`src/rtl/data_mem_responder.sv`:
```
// ---------------------------------------------------------------------------
// data_mem_responder
//   Slave end of the CPU load/store interface. Accepts one request at a time,
//   services it against an internal word array after a fixed latency and
//   returns the result through a valid/ready handshake.
//
// Ports
//   clk, rstn                 clock, asynchronous active-low reset
//   req_valid / req_ready     request handshake
//   req_write                 1 = store, 0 = load
//   req_maskmode              0 byte, 1 half, 2 word, 3 reserved
//   req_sext                  sign-extend byte/half load results
//   req_addr, req_wdata       byte address, right-aligned store data
//   resp_valid / resp_ready   response handshake
//   resp_rdata                right-aligned, extended load data (0 otherwise)
//   resp_error                request was illegal, no memory effect
// ---------------------------------------------------------------------------
module data_mem_responder #(
    parameter int unsigned DATA_WIDTH = 32,
    parameter int unsigned ADDR_WIDTH = 8,
    parameter int unsigned LATENCY    = 2
) (
    input  logic                  clk,
    input  logic                  rstn,
    input  logic                  req_valid,
    output logic                  req_ready,
    input  logic                  req_write,
    input  logic [1:0]            req_maskmode,
    input  logic                  req_sext,
    input  logic [31:0]           req_addr,
    input  logic [DATA_WIDTH-1:0] req_wdata,
    output logic                  resp_valid,
    input  logic                  resp_ready,
    output logic [DATA_WIDTH-1:0] resp_rdata,
    output logic                  resp_error
);

    localparam int unsigned DEPTH    = 2 ** (ADDR_WIDTH - 2);
    localparam logic [3:0]  CNT_INIT = 4'(LATENCY - 1);

    typedef enum logic [1:0] {
        S_IDLE,
        S_WAIT,
        S_RESP
    } state_t;

    state_t                  r_state;
    state_t                  w_next;
    logic [3:0]              r_cnt;
    logic [3:0]              w_cnt_next;

    // Fields latched on the accepting edge
    logic                    r_write;
    logic [1:0]              r_mode;
    logic                    r_sext;
    logic [ADDR_WIDTH-1:0]   r_addr;
    logic                    r_err;

    logic [DATA_WIDTH-1:0]   r_rdata;
    logic                    r_resp_err;

    logic [DATA_WIDTH-1:0]   r_mem [0:DEPTH-1];

    logic                    w_accept;
    logic                    w_req_err;
    logic [ADDR_WIDTH-3:0]   w_req_idx;
    logic [DATA_WIDTH-1:0]   w_wr_word;

    logic                    w_enter_resp;
    logic                    w_ld_write;
    logic [1:0]              w_ld_mode;
    logic                    w_ld_sext;
    logic [ADDR_WIDTH-1:0]   w_ld_addr;
    logic                    w_ld_err;
    logic [DATA_WIDTH-1:0]   w_rd_word;
    logic [7:0]              w_rd_byte;
    logic [15:0]             w_rd_half;
    logic [DATA_WIDTH-1:0]   w_ld_data;

    assign req_ready  = (r_state == S_IDLE);
    assign resp_valid = (r_state == S_RESP);
    assign resp_rdata = r_rdata;
    assign resp_error = r_resp_err;

    assign w_accept  = req_valid & req_ready;
    assign w_req_idx = req_addr[ADDR_WIDTH-1:2];

    // Legality of the request currently presented on the inputs
    always_comb begin
        w_req_err = 1'b0;
        if (req_maskmode == 2'd3)                          w_req_err = 1'b1;
        if (req_maskmode == 2'd1 && req_addr[0])           w_req_err = 1'b1;
        if (req_maskmode == 2'd2 && req_addr[1:0] != 2'b00) w_req_err = 1'b1;
        if (|req_addr[31:ADDR_WIDTH])                      w_req_err = 1'b1;
    end

    // Store data merged into the current word so untouched lanes are kept
    always_comb begin
        w_wr_word = r_mem[w_req_idx];
        case (req_maskmode)
            2'd0: begin
                case (req_addr[1:0])
                    2'd0:    w_wr_word[7:0]   = req_wdata[7:0];
                    2'd1:    w_wr_word[15:8]  = req_wdata[7:0];
                    2'd2:    w_wr_word[23:16] = req_wdata[7:0];
                    default: w_wr_word[31:24] = req_wdata[7:0];
                endcase
            end
            2'd1: begin
                if (req_addr[1]) w_wr_word[31:16] = req_wdata[15:0];
                else             w_wr_word[15:0]  = req_wdata[15:0];
            end
            2'd2:    w_wr_word = req_wdata;
            default: ;
        endcase
    end

    // Next-state logic
    always_comb begin
        w_next     = r_state;
        w_cnt_next = r_cnt;
        case (r_state)
            S_IDLE: begin
                if (w_accept) begin
                    if (LATENCY == 1) begin
                        w_next = S_RESP;
                    end else begin
                        w_next     = S_WAIT;
                        w_cnt_next = CNT_INIT;
                    end
                end
            end
            S_WAIT: begin
                w_cnt_next = r_cnt - 4'd1;
                if (r_cnt == 4'd1) begin
                    w_next = S_RESP;
                end
            end
            S_RESP: begin
                if (resp_ready) begin
                    w_next = S_IDLE;
                end
            end
            default: w_next = S_IDLE;
        endcase
    end

    assign w_enter_resp = (w_next == S_RESP) && (r_state != S_RESP);

    // With LATENCY == 1 the response is built on the accepting edge itself,
    // before the fields are latched, so the live inputs are used instead.
    always_comb begin
        if (r_state == S_IDLE) begin
            w_ld_write = req_write;
            w_ld_mode  = req_maskmode;
            w_ld_sext  = req_sext;
            w_ld_addr  = req_addr[ADDR_WIDTH-1:0];
            w_ld_err   = w_req_err;
        end else begin
            w_ld_write = r_write;
            w_ld_mode  = r_mode;
            w_ld_sext  = r_sext;
            w_ld_addr  = r_addr;
            w_ld_err   = r_err;
        end
    end

    // Lane extraction and extension of the load result
    always_comb begin
        w_rd_word = r_mem[w_ld_addr[ADDR_WIDTH-1:2]];
        case (w_ld_addr[1:0])
            2'd0:    w_rd_byte = w_rd_word[7:0];
            2'd1:    w_rd_byte = w_rd_word[15:8];
            2'd2:    w_rd_byte = w_rd_word[23:16];
            default: w_rd_byte = w_rd_word[31:24];
        endcase
        w_rd_half = w_ld_addr[1] ? w_rd_word[31:16] : w_rd_word[15:0];
        case (w_ld_mode)
            2'd0:    w_ld_data = {{(DATA_WIDTH-8){w_ld_sext & w_rd_byte[7]}}, w_rd_byte};
            2'd1:    w_ld_data = {{(DATA_WIDTH-16){w_ld_sext & w_rd_half[15]}}, w_rd_half};
            default: w_ld_data = w_rd_word;
        endcase
    end

    // Control and response registers
    always_ff @(posedge clk or negedge rstn) begin
        if (!rstn) begin
            r_state    <= S_IDLE;
            r_cnt      <= '0;
            r_write    <= 1'b0;
            r_mode     <= '0;
            r_sext     <= 1'b0;
            r_addr     <= '0;
            r_err      <= 1'b0;
            r_rdata    <= '0;
            r_resp_err <= 1'b0;
        end else begin
            r_state <= w_next;
            r_cnt   <= w_cnt_next;
            if (w_accept) begin
                r_write <= req_write;
                r_mode  <= req_maskmode;
                r_sext  <= req_sext;
                r_addr  <= req_addr[ADDR_WIDTH-1:0];
                r_err   <= w_req_err;
            end
            if (w_enter_resp) begin
                r_rdata    <= (w_ld_err || w_ld_write) ? '0 : w_ld_data;
                r_resp_err <= w_ld_err;
            end else if (r_state == S_RESP && resp_ready) begin
                r_rdata    <= '0;
                r_resp_err <= 1'b0;
            end
        end
    end

    // Array is never cleared; a store commits on its accepting edge
    always_ff @(posedge clk) begin
        if (w_accept && req_write && !w_req_err) begin
            r_mem[w_req_idx] <= w_wr_word;
        end
    end

endmodule
```
`config.mk`:
```
export PLATFORM = sky130hd
export DESIGN_NAME = data_mem_responder
export DESIGN_NICKNAME = d
export VERILOG_FILES = /design/src/rtl/data_mem_responder.sv
export SDC_FILE = /design/constraint.sdc
export NUM_CORES = 2
export LEC_CHECK = 0
export CAP_MARGIN = 20
export CELL_PAD_IN_SITES_DETAIL_PLACEMENT = 2
export CELL_PAD_IN_SITES_GLOBAL_PLACEMENT = 2
export CORE_ASPECT_RATIO = 0.6
export CORE_MARGIN = 2
export CORE_UTILIZATION = 40
export CTS_BUF_LIST = sky130_fd_sc_hd__clkbuf_16
export CTS_CLUSTER_DIAMETER = 120
export DETAILED_ROUTE_END_ITERATION = 12
export PLACE_DENSITY = 0.71
export SLEW_MARGIN = 30
export SYNTH_ARGS = -nofsm -noshare
export SYNTH_HDL_FRONTEND = slang
export SYNTH_SLANG_ARGS = --single-unit
```
`constraint.sdc`:
```
create_clock -name clk -period 5.65 [get_ports clk]
set_input_delay 1.4125 -clock clk [delete_from_list [all_inputs] [get_ports clk]]
set_output_delay 1.4125 -clock clk [all_outputs]
set_load 0.005 [all_outputs]
```
=== Word level (Yosys, flattened, before mapping) ===
Memories as Yosys holds them, arrays and structs flattened.
Index checks and enable logic that the tools add are counted.

* Bits in registers: 52
* RAM bits: 2,048
* Bits of input ports: 72
* Logic and storage cells: 95
* Memories kept: 1

* $add $sub $neg: 1
* Eq/ne operators: 26
* Multiplexer cells: 32
* Bitwise logic cells: 3
* Reductions and logical operators: 23

{| class="wikitable"
|+ Memory list
! memory !! words !! bits a word !! rd ports !! clocked after memory_dff !! wr ports !! RTL line !! text
|-
| r_mem || 64 || 32 || 1 || 0 || 1 || 62 || <nowiki>logic [DATA_WIDTH-1:0] r_mem [0:DEPTH-1];</nowiki>
|}

{| class="wikitable"
|+ Operator list
! operator !! number
|-
| 32-bit two-way mux || 3
|-
| 32-bit one-hot mux with 3 select lines || 1
|-
| 32-bit one-hot mux with 2 select lines || 1
|-
| 16-bit two-way mux || 3
|-
| 8-bit two-way mux || 5
|-
| 8-bit one-hot mux with 3 select lines || 1
|-
| 24-bit OR reduction || 1
|-
| 2-bit inequality test, second input constant || 9
|-
| 4-bit AND reduction || 4
|-
| 2-bit equality test, second input constant || 6
|-
| 3-bit inequality test, second input constant || 4
|-
| 1-bit two-way mux || 11
|-
| 2-bit by 1-bit equality test with 1-bit output, second input constant || 5
|-
| 2-bit zero test || 5
|-
| 2-bit two-way mux || 4
|-
| 4-bit one-hot mux with 2 select lines || 1
|-
| 1-bit logical AND || 6
|-
| 2-bit one-hot mux with 3 select lines || 1
|-
| 2-bit nonzero test || 3
|-
| 4-bit by 1-bit equality test with 1-bit output, second input constant || 1
|-
| 4-bit two-way mux || 1
|-
| 4-bit by 1-bit subtractor with 4-bit output, second input constant || 1
|-
| 1-bit AND || 3
|-
| 3-bit OR reduction || 1
|-
| 4 further kinds || 4
|}

=== Logic depth before layout (Yosys ltp) ===
* Depth after elaboration: 10
* Gate-level depth with buffers: 17
* Depth with buffers taken out: 10

=== Worst setup path after synthesis ===
No wires, ideal clock.

* Path kind: input to register
* Start: in req_maskmode[0]
* End: mem r_mem[0][9], data pin
* Arrival time: 4.679 ns
* Data required time: 4.948 ns
* Path slack: 0.270 ns
* Cell stages on the path: 5
* Path buffers: 2
* Path through: inv_1 ha_1 clkbuf_1 clkbuf_1 o21ai_0

* Cells in the longest elaborated chain, start to end: 2

{| class="wikitable"
|+ Ends and longest elaborated chain
! element !! RTL line !! text
|-
| start: declaration || 28 || <nowiki>input logic [1:0] req_maskmode,</nowiki>
|-
| 2-bit equality test, or another cell as far along || 100 || <nowiki>case (req_maskmode)</nowiki>
|-
| 32-bit one-hot mux with 3 select lines (*) || 100 ||
|-
| via w_wr_word[9] || 67 || <nowiki>logic [DATA_WIDTH-1:0] w_wr_word;</nowiki>
|-
| end: declaration || 62 ||
|}

Mark *: on every way through the listed nets, which the timed path passes. The rest lies on a longest branch.

=== Worst setup path in the final report ===
* Start: in req_addr[3]
* End: reg r_rdata[0], in the netlist resp_rdata[0]

* Cells in the longest elaborated chain, start to end: 6

{| class="wikitable"
|+ Ends and longest elaborated chain
! element !! RTL line !! text
|-
| start: declaration || 30 || <nowiki>input logic [31:0] req_addr,</nowiki>
|-
| 8-bit two-way mux (*) || 153 || <nowiki>if (r_state == S_IDLE) begin</nowiki>
|-
| memory read 64 x 32 bit (*) || - ||
|-
| 8-bit one-hot mux with 3 select lines / 16-bit two-way mux (equally long branches) || 171, 177 ||
|-
| 32-bit one-hot mux with 2 select lines (*) || 178 || <nowiki>case (w_ld_mode)</nowiki>
|-
| 32-bit two-way mux (*) || 208 || <nowiki>r_rdata <= (w_ld_err || w_ld_write) ? '0 : w_ld_data;</nowiki>
|-
| 32-bit two-way mux (*) || 207 || <nowiki>if (w_enter_resp) begin</nowiki>
|-
| end signal: assignment || 208 ||
|-
| end: declaration || 59 || <nowiki>logic [DATA_WIDTH-1:0] r_rdata;</nowiki>
|}

Mark *: on every way between the ends. The rest lies on a longest branch, timed or not.
A chain may end at the register's enable or synchronous reset.

==> results.tsv <==
stage	metric	value	unit
outcome	status	complete, no violations	
critical_path	Required @ worst endpoint	6.47	ns
layout	Final Instance Area	100000	sq um
worst_hold_path	hold crit path type	input port to asynchronous set/reset pin	
clock_tree	clock sinks	2100	
layout	most frequent cells in the layout	edfxtp_1, nand2_1, buf_4, nand3_1, nor2_1	
critical_path	Slowest-stage cell, CP	o311ai_0	
clock_tree	Root Buffer	clkbuf_16	
sta	max-slew violation count	0	
critical_path	cell breakdown of the critical path	clkdlybuf4s50_1 -> or3b_2 -> buf_12 -> and2_4 -> buf_12 -> buf_4 -> nand2_1 -> a41oi_1 -> a31oi_1 -> o311ai_0 -> o2111a_1 -> a22o_1	
die	Die Width	601	um
yosys	largest family of logic cells by synthesized area	simple AND/OR/NAND/NOR gates	
detailed_routing	vias per cell	6.38	
yosys	Yosys reg bits	2100	
die	number of I/O pins	107	
detailed_routing	final WL	354000	um
clock_tree	clock buffer depth	4	
die	starting density of the core	40.2	%
placed_design	I/O Buffers	106	
placed_design	DP Cell Count	8878	
critical_path	critical path fanouts, max	46	
global_routing	GR met1 Demand/Resource	46.4	%
yosys	post-synthesis mux area share	6.64	%
job	Max-Cap Viols	0	
placed_design	Post-Place Worst Slack	-0.232	ns
yosys	Area contributors post-synth	edfxtp_1, nand2_1, mux4_2	
clock_tree	clock-pin slew on the worst setup and hold paths	0.06	ns
sta	total negative setup slack	0	ns
global_routing	first-pass GRT wire length	487000	um
yosys	syn nets	5817	
yosys	Synth top area share	71.9	%
power	Leakage	34.1	nW
critical_path	WS Path Type	input port to flip-flop	
sta	Fin Hold WS	0.362	ns
yosys	sequential area share after synthesis	73.4	%
layout	Final nets	6309	
die	Die Span Y	362	um
sta	FMAX	0.194	GHz
sta	final worst slack	0.483	ns
power	PD cells	560	nW/um^2
critical_path	crit end category	flip-flop	
sta	Final min period	5.17	ns
yosys	Post-Syn Instances	5739	
critical_path	CP arrival	5.99	ns
clock_tree	Post-CTS Hold Fix Bufs	0	
critical_path	Worst setup SP type	input port	
layout	fraction of final layout cells with drive strength greater than 1	17.1	%
critical_path	peak per-stage delay on the critical path	0.92	ns
placed_design	GP Congestion	0.957	
global_routing	GR Overflow Total	0	
critical_path	crit-path most repeated cell	buf_12	
detailed_routing	drt first pass iters	8	
power	Tot Pwr	55.9	mW
layout	Fillers	19900	
placed_design	Placed Area	93700	sq um
yosys	top cell type by total area after synthesis	edfxtp_1	
global_routing	initial antenna violation count	28	
sta	RSZ-0062 raised after global routing	no	
placed_design	DP HPWL	239000	um
layout	commonest non-fill, non-tap cell in the layout	edfxtp_1	
clock_tree	number of setup buffers added after CTS	0	
detailed_routing	Initial DRC Count	8979	
yosys	Synth Area in Adders	0.0878	%
yosys	Main synth FF type	edfxtp_1	
sta	crit share post-route	91.5	%
yosys	XOR/XNOR share of the synthesized area	0	%
sta	Worst Clk Skew	0.0350	ns
global_routing	met3 GRT Util	9.06	%
yosys	cell area after synthesis	85500	sq um
detailed_routing	DRC Markers	0	
die	FP Rows	131	
yosys	Ys Warns	0	
yosys	Async SR Flop Fraction	2.48	%
sta	Rel. slew slack	28.2	%
clock_tree	htree depth	4	
layout	Layout Cells excl Fill	9251	
clock_tree	number of buffers created by CTS	204	
detailed_routing	Vias	59100	
yosys	syn_area_per_cell	14.9	sq um
layout	utilization after layout	47.0	%
yosys	Compound-Gate Fraction of Synth Area	7.15	%
detailed_routing	Routed Antenna Nets	0	
power	Worst VDD drop	0.000403	V
clock_tree	CTS tree	done	
layout	Area growth syn-to-layout	16.9	%
sta	Final Hold Vio Count	0	
global_routing	GR peak layer	met1	
sta	endpoints failing setup	0	
yosys	EDFF count, synth	2048	
clock_tree	post-CTS sizing	0	
global_routing	GR Util met2	45.5	%
die	die area	218000	sq um
sta	Worst-Margin Slew	1.07	ns
clock_tree	Clk Latency, worst-skew pair	0.90	ns
global_routing	overall global routing resource usage	31.9	%
global_routing	largest net degree at the start of global routing	119	
die	core area	213000	sq um
detailed_routing	wire per inst	38.2	um
yosys	Netlist cell types	89	
yosys	Simple-Gate Fraction of Synth Area	10.3	%
global_routing	vias in the first global route	60200	
metal layers:
| metal | share of wire, % | wire length [um] |
|---|---|---|
| met5 | 0.097 | 343 |
| met3 | 12 | 41600 |
| met1 | 42 | 150000 |
| met2 | 42 | 149000 |
| met4 | 3.6 | 12600 |
sequential cells by signal, indices dropped and copies added (netlist names):
register / count
r_addr: 8
r_cnt: 4
r_err: 1
r_mem: 2048
r_mode: 2
r_sext: 1
r_state: 2
r_write: 1
resp_error: 1
resp_rdata: 32
critical path, delay by kind of cell:
kind	cells	cell delay, ns
AOI/OAI and AO/OA	5	1.78
buffers and inverters	4	1.76
and+or+nand+nor	3	0.91
kinds of logic (layout without fill, tap and decap cells):
logic type               after synthesis  after routing
buffers and inverters                426           1067
adder cells (fa/ha/maj)                6              6
flip-flops                          2100           2100
other                                  0             12
AND/OR/NAND/NOR                     1997           1997
AO/OA/AOI/OAI                        796            796
multiplexers                         414            414
cell type report:
type	count	area (sq um)	area share [%]
Clock inverter	146	862	0.862
Antenna cell	12	30.0	0.0300
Inverter	16	60.1	0.0601
Tap cell	2859	3580	3.58
Clock buffer	209	5230	5.23
Sequential cell	2100	62800	62.8
Timing Repair Buffer	696	6230	6.23
Multi-Input combinational cell	3213	21200	21.2
Yosys cell counts (29+ instances only):
library cell / n
a211oi_1: 120
a21oi_1: 87
a222oi_1: 32
a22o_1: 35
a22oi_1: 40
a311oi_1: 102
a31oi_1: 53
a32oi_1: 30
and3_1: 179
buf_2: 124
buf_4: 39
clkbuf_1: 206
dfrtp_1: 52
edfxtp_1: 2048
mux2_2: 29
mux2i_1: 262
mux4_2: 119
nand2_1: 989
nand3_1: 334
nor2_1: 338
o21ai_0: 63
power breakdown:
| part | switching (mW) | leakage (nW) | internal (mW) |
|---|---|---|---|
| Clock | 6.12 | 3.18 | 7.10 |
| Combinational | 17.1 | 11.7 | 8.10 |
| Sequential | 0.162 | 19.2 | 17.4 |
| Total | 23.4 | 34.1 | 32.6 |
path summary, 6_finish.rpt:
| path | start | endpoint | slack [ns] | depth (start not counted) |
|---|---|---|---|---|
| setup / recovery | req_addr[3] | resp_rdata[0] | 0.48 | 12 |
| hold / removal | rstn | resp_rdata[0] | 0.36 | 1 |
| setup reg to reg | r_state[1] | resp_rdata[23] | 0.97 | 12 |
| hold reg to reg | r_addr[1] | r_addr[1] | 0.52 | 1 |
| max in group asynchronous | rstn | r_addr[2] | 4.09 | 2 |
| min in group clk | r_addr[1] | r_addr[1] | 0.52 | 1 |
No activity file was read; power rests on OpenSTA's default activity.
